==> config.mk <==
export PLATFORM = sky130hd
export DESIGN_NAME = fp_mul_arbiter
export DESIGN_NICKNAME = d
export VERILOG_FILES = /design/src/rtl/fp_mul_pkg.sv /design/src/rtl/fp_mul_arbiter_rr_arbiter.sv /design/src/rtl/fp_mul_arbiter.sv
export SDC_FILE = /design/constraint.sdc
export NUM_CORES = 1
export LEC_CHECK = 0
export CORE_AREA = 5 5 153 155
export CTS_CLUSTER_DIAMETER = 40
export DETAILED_ROUTE_END_ITERATION = 8
export DIE_AREA = 0 0 158 160
export GPL_TIMING_DRIVEN = 1
export HOLD_SLACK_MARGIN = 0.15
export PLACE_DENSITY = 0.74
export SYNTH_ARGS = -nofsm -noshare
export SYNTH_HDL_FRONTEND = slang
export SYNTH_SLANG_ARGS = --single-unit
==> constraint.sdc <==
create_clock -name clk -period 4.6 [get_ports clk]
set_input_delay 1.15 -clock clk [delete_from_list [all_inputs] [get_ports clk]]
set_output_delay 1.15 -clock clk [all_outputs]
set_load 0.005 [all_outputs]
==> src/rtl/fp_mul_pkg.sv <==
// Shared types and constants for the single-precision multiplier sharing logic.
package fp_mul_pkg;

  typedef enum logic [1:0] {
    IDLE  = 2'd0,
    ISSUE = 2'd1,
    WAIT  = 2'd2,
    RESP  = 2'd3
  } state_t;

  localparam logic [31:0] FP_QNAN = 32'h7FC0_0000;
  localparam int unsigned TIMEOUT_DEFAULT = 32;

endpackage

==> src/rtl/fp_mul_arbiter_rr_arbiter.sv <==
// Combinational round-robin grant: first requester after the previous winner, with wrap.
module rr_arbiter #(
  parameter int unsigned N   = 4,
  parameter int unsigned IDW = $clog2(N)
) (
  input  logic [N-1:0]   req,
  input  logic [IDW-1:0] last,
  input  logic           en,
  output logic [N-1:0]   grant_onehot,
  output logic [IDW-1:0] grant_idx,
  output logic           any
);

  logic [IDW-1:0] idx;

  always_comb begin
    grant_onehot = '0;
    grant_idx    = '0;
    any          = 1'b0;
    idx          = '0;
    // Positions last+1 .. last+N cover every requester once; last itself is checked last.
    for (int unsigned i = 1; i <= N; i++) begin
      idx = IDW'((32'(last) + i) % N);
      if (en && !any && req[idx]) begin
        grant_onehot[idx] = 1'b1;
        grant_idx         = idx;
        any               = 1'b1;
      end
    end
  end

endmodule

==> src/rtl/fp_mul_arbiter.sv <==
// Shares one start/done single-precision multiplier among N requesters, one
// operation at a time, with a watchdog on the done pulse.
module fp_mul_arbiter
  import fp_mul_pkg::*;
#(
  parameter int unsigned N       = 4,
  parameter int unsigned IDW     = $clog2(N),
  parameter int unsigned TIMEOUT = TIMEOUT_DEFAULT
) (
  input  logic              clk,
  input  logic              rst,
  input  logic [N-1:0]      req_valid,
  input  logic [32*N-1:0]   req_op1,
  input  logic [32*N-1:0]   req_op2,
  output logic [N-1:0]      req_ready,
  output logic              resp_valid,
  input  logic              resp_ready,
  output logic [IDW-1:0]    resp_id,
  output logic [31:0]       resp_res,
  output logic              resp_timeout,
  output logic              mul_start,
  output logic [31:0]       mul_op1,
  output logic [31:0]       mul_op2,
  input  logic [31:0]       mul_res,
  input  logic              mul_done,
  output logic              busy,
  output logic              mul_fault
);

  localparam int unsigned    WDW     = $clog2(TIMEOUT);
  localparam logic [WDW-1:0] WD_LAST = WDW'(TIMEOUT - 1);

  state_t         state;
  logic [IDW-1:0] last_grant;
  logic [IDW-1:0] cur_id;
  logic [IDW-1:0] grant_idx;
  logic [N-1:0]   grant_onehot;
  logic           grant_any;
  logic [WDW-1:0] wd;
  logic [31:0]    sel_op1;
  logic [31:0]    sel_op2;

  rr_arbiter #(
    .N   (N),
    .IDW (IDW)
  ) u_rr (
    .req          (req_valid),
    .last         (last_grant),
    .en           (state == IDLE),
    .grant_onehot (grant_onehot),
    .grant_idx    (grant_idx),
    .any          (grant_any)
  );

  assign req_ready  = grant_onehot;
  assign mul_start  = (state == ISSUE);
  assign resp_valid = (state == RESP);
  assign busy       = (state != IDLE);
  assign resp_id    = cur_id;

  always_comb begin
    sel_op1 = '0;
    sel_op2 = '0;
    for (int unsigned i = 0; i < N; i++) begin
      if (grant_onehot[i]) begin
        sel_op1 = req_op1[32*i +: 32];
        sel_op2 = req_op2[32*i +: 32];
      end
    end
  end

  always_ff @(posedge clk or posedge rst) begin
    if (rst) begin
      state        <= IDLE;
      last_grant   <= IDW'(N - 1);
      cur_id       <= '0;
      mul_op1      <= '0;
      mul_op2      <= '0;
      resp_res     <= '0;
      resp_timeout <= 1'b0;
      mul_fault    <= 1'b0;
      wd           <= '0;
    end else begin
      case (state)
        IDLE: begin
          if (grant_any) begin
            mul_op1    <= sel_op1;
            mul_op2    <= sel_op2;
            cur_id     <= grant_idx;
            last_grant <= grant_idx;
            state      <= ISSUE;
          end
        end
        ISSUE: begin
          wd    <= '0;
          state <= WAIT;
        end
        WAIT: begin
          // A done arriving on the expiry cycle still delivers the real product.
          if (mul_done) begin
            resp_res     <= mul_res;
            resp_timeout <= 1'b0;
            state        <= RESP;
          end else if (wd == WD_LAST) begin
            resp_res     <= FP_QNAN;
            resp_timeout <= 1'b1;
            mul_fault    <= 1'b1;
            state        <= RESP;
          end else begin
            wd <= wd + 1'b1;
          end
        end
        RESP: begin
          if (resp_ready) state <= IDLE;
        end
        default: state <= IDLE;
      endcase
    end
  end

endmodule

==> results.py <==
metrics = {
    "cells_and_area": {
        "fin_cells": 1362,
        "area_growth_pct": 64.7,
        "drive_gt1_share_pct": 11.1,
        "final_nets": 1379,
    },
    "setup_path": {
        "worstPathMaxFanout": 8,
        "r2r_slack_ps": 890,
        "startpoint_type": "input pin",
        "endpoint_kind": "output pin",
        "regToRegStartpoint": "last_grant[0]",
        "rr_endpoint": "mul_op2[23]",
        "critPathKind": "input pin to output pin",
        "worstPathRequired_ps": 3450,
        "crit_arrival_ps": 3350,
        "rr_worst_depth": 10,
    },
    "sta": {
        "finalSetupViolations": 0,
        "fmax_mhz": 222,
        "finalWorstSetupSlack_ps": 100,
        "hold_slack_ps": 482,
        "hold_viol": 0,
        "rsz0062_at_grt": "no",
        "maxSlewViolCount": 0,
        "fin_skew_ps": 18.1,
        "finalCriticalPeriod_ps": 4500,
        "tns_ps": 0,
        "worst_pin_slew_ps": 911,
        "finalCritPeriodShare_pct": 97.8,
        "relSlewSlack_pct": 39.3,
    },
    "route": {
        "num_vias": 7585,
        "antenna_left": 0,
        "drt-initial-drc-count": 459,
        "viasPerCell": 5.57,
        "drc": 0,
        "routed_wl_um": 30700,
        "dr.pass1.iters": 5,
        "wl_per_cell_um": 22.5,
    },
    "logic_synthesis": {
        "synth_area_sq_um": 7000,
        "synth_top_cells_by_count": "inv_1 (137), a31oi_1 (132), dfrtp_1 (107)",
        "synth_edf_count": 0,
        "synth-seq-cells": 109,
        "synth_area_leader_cell": "dfrtp_1",
        "synth_flop_cell": "dfrtp_1",
        "syn_nets": 1024,
        "synth.yosys.seq_area_share_pct": 39.0,
        "ys_async_sr_fraction_pct": 100,
        "synth_cell_type_count": 45,
        "synth_top_area_share_pct": 38.3,
        "syn_inst": 714,
        "synth.avg_cell_area_sq_um": 9.80,
        "yosys_warnings": 0,
        "synth_area_leaders": "dfrtp_1 (38%), o221ai_2 (13%), a31oi_1 (12%)",
        "yosysMostFrequentCell": "inv_1",
    },
    "global_routing": {
        "grt-ovfl-total": 0,
        "track_usage_pct": 23.2,
        "grt_pass1_wl_um": 45800,
        "grt_pass1_vias": 7788,
        "grt_start_max_net_pins": 67,
        "antenna_found_initial": 8,
    },
    "floorplan": {
        "die_x_um": 158,
        "fp.dieArea_sq_um": 25300,
        "fp-row-count": 54,
        "die_h_um": 160,
        "initial_core_util_pct": 32.3,
        "io_pins": 403,
        "core_area_sq_um": 21700,
    },
    "placed_design": {
        "hpwl_um": 21700,
        "port_buffers": 402,
        "dp_slack_ps": 106,
        "place_inst": 1337,
        "gp_congestion": 0.891,
    },
    "status": {
        "status": "finished, final reports clean",
    },
    "worst_hold_path": {
        "min_path_cells": 1,
        "min_to": "mul_fault",
        "min-delay-start": "mul_fault",
        "hold_class": "flip-flop to flip-flop",
    },
    "cts": {
        "clock-sinks": 109,
        "worstSkewPairLatency_ps": 360,
        "root_buffer": "clkbuf_16",
        "cts_buffers": 9,
        "clkSlewWorstSetupHoldPaths_ps": 70,
        "cts_max_level": 3,
        "cts_buffer_depth": 2,
        "cts_tree": "yes",
    },
    "power_and_ir_drop": {
        "finalPower_mw": 5.91,
        "ir_drop_mv": 0.326,
        "p_leak_nw": 4.86,
        "pwr_density_cell_nw_per_um2": 513,
    },
    "run": {
        "drv_cap": 0,
    },
}
## what timing repair did
item,CTS,global route
endpoints found under the hold margin,0,0
hold buffers,0,0
resized for setup,0,2
endpoints found under the setup margin,0,2
setup buffers,0,1
## stage by stage
step	util, %	cell area, sq um
4_1_cts	53.0	11500
3_5_place_dp	51.6	11200
5_1_grt	53.2	11500
3_3_place_gp	51.6	11200
2_1_floorplan	-	7000
6_report	53.2	11500
## layer usage
metal  vias to the layer above  routed length (um)  global-route usage [%]
met4                         0                1220                    11.7
met2                       440               14500                    37.5
met3                        73                3430                    7.39
li1                       3421                   -                       -
met5                         -                   0                       0
met1                      3651               11600                    27.7
## logic make-up (layout without fill, tap and decap cells)
kind of cell | Yosys count | after routing | share of synthesized area [%]
flip-flops | 109 | 109 | 39.0
other | 0 | 8 | 0
AO/OA/AOI/OAI | 317 | 317 | 38.8
AND/OR/NAND/NOR | 50 | 50 | 3.90
multiplexers | 10 | 10 | 2.16
XOR/XNOR | 1 | 1 | 0.125
buffers and inverters | 213 | 573 | 13.5
adder cells (fa/ha/maj) | 14 | 14 | 2.50
## worst max-delay path by stage
stage          slack, ps      endpoint  depth (start not counted)          start
4_1_cts               60  req_ready[1]                          8  last_grant[1]
3_3_place_gp         150  req_ready[1]                          7   req_valid[2]
6_report             100  req_ready[1]                          7   req_valid[3]
2_1_floorplan        580     mul_fault                          1            rst
3_5_place_dp         110  req_ready[1]                          7   req_valid[3]
5_1_grt              0.4  req_ready[1]                          7   req_valid[0]
## worst max-delay path, stage by stage
cell and delay (ps):
clkdlybuf4s50_1 500, mux4_2 590, and3_1 250, a31oi_4 150, and3_2 210, inv_1 40
clkdlybuf4s50_1 460
## registers in the layout, summed over array words and instances (netlist names)
| signal | cells |
|---|---|
| resp_id | 2 |
| last_grant | 2 |
| wd | 5 |
| mul_fault | 1 |
| mul_op1 | 32 |
| state | 2 |
| mul_op2 | 32 |
| resp_res | 32 |
| resp_timeout | 1 |
## layout by cell type, fill, tap and decap left out, types with 9 or more instances in the layout
master           count
buf_4               13
inv_1              136
dfrtp_1            107
nand2_1             13
ha_1                13
o221ai_2            60
o22a_1               9
a31oi_1            131
a22o_1              24
nand4_1             10
clkdlybuf4s50_1    402
clkbuf_16            9
a22oi_1             65
## layout make-up
| type | count | area, sq um |
|---|---|---|
| fill | 1930 | 10200 |
| sequential | 109 | 2730 |
| clock inverter | 7 | 78.8 |
| multi-input combinational | 392 | 3390 |
| inverter | 137 | 517 |
| tap | 280 | 350 |
| antenna | 8 | 20.0 |
| timing repair buffer | 420 | 4220 |
| clock buffer | 9 | 225 |
## power breakdown
| part | total [mW] | switching (mW) | leakage (nW) | internal (mW) |
|---|---|---|---|---|
| Combinational | 3.59 | 1.86 | 3.31 | 1.73 |
| Sequential | 1.50 | 0.195 | 1.40 | 1.31 |
| Clock | 0.819 | 0.430 | 0.148 | 0.389 |
| Total | 5.91 | 2.49 | 4.86 | 3.42 |
Note: power is estimated with default switching activity, not from simulation.
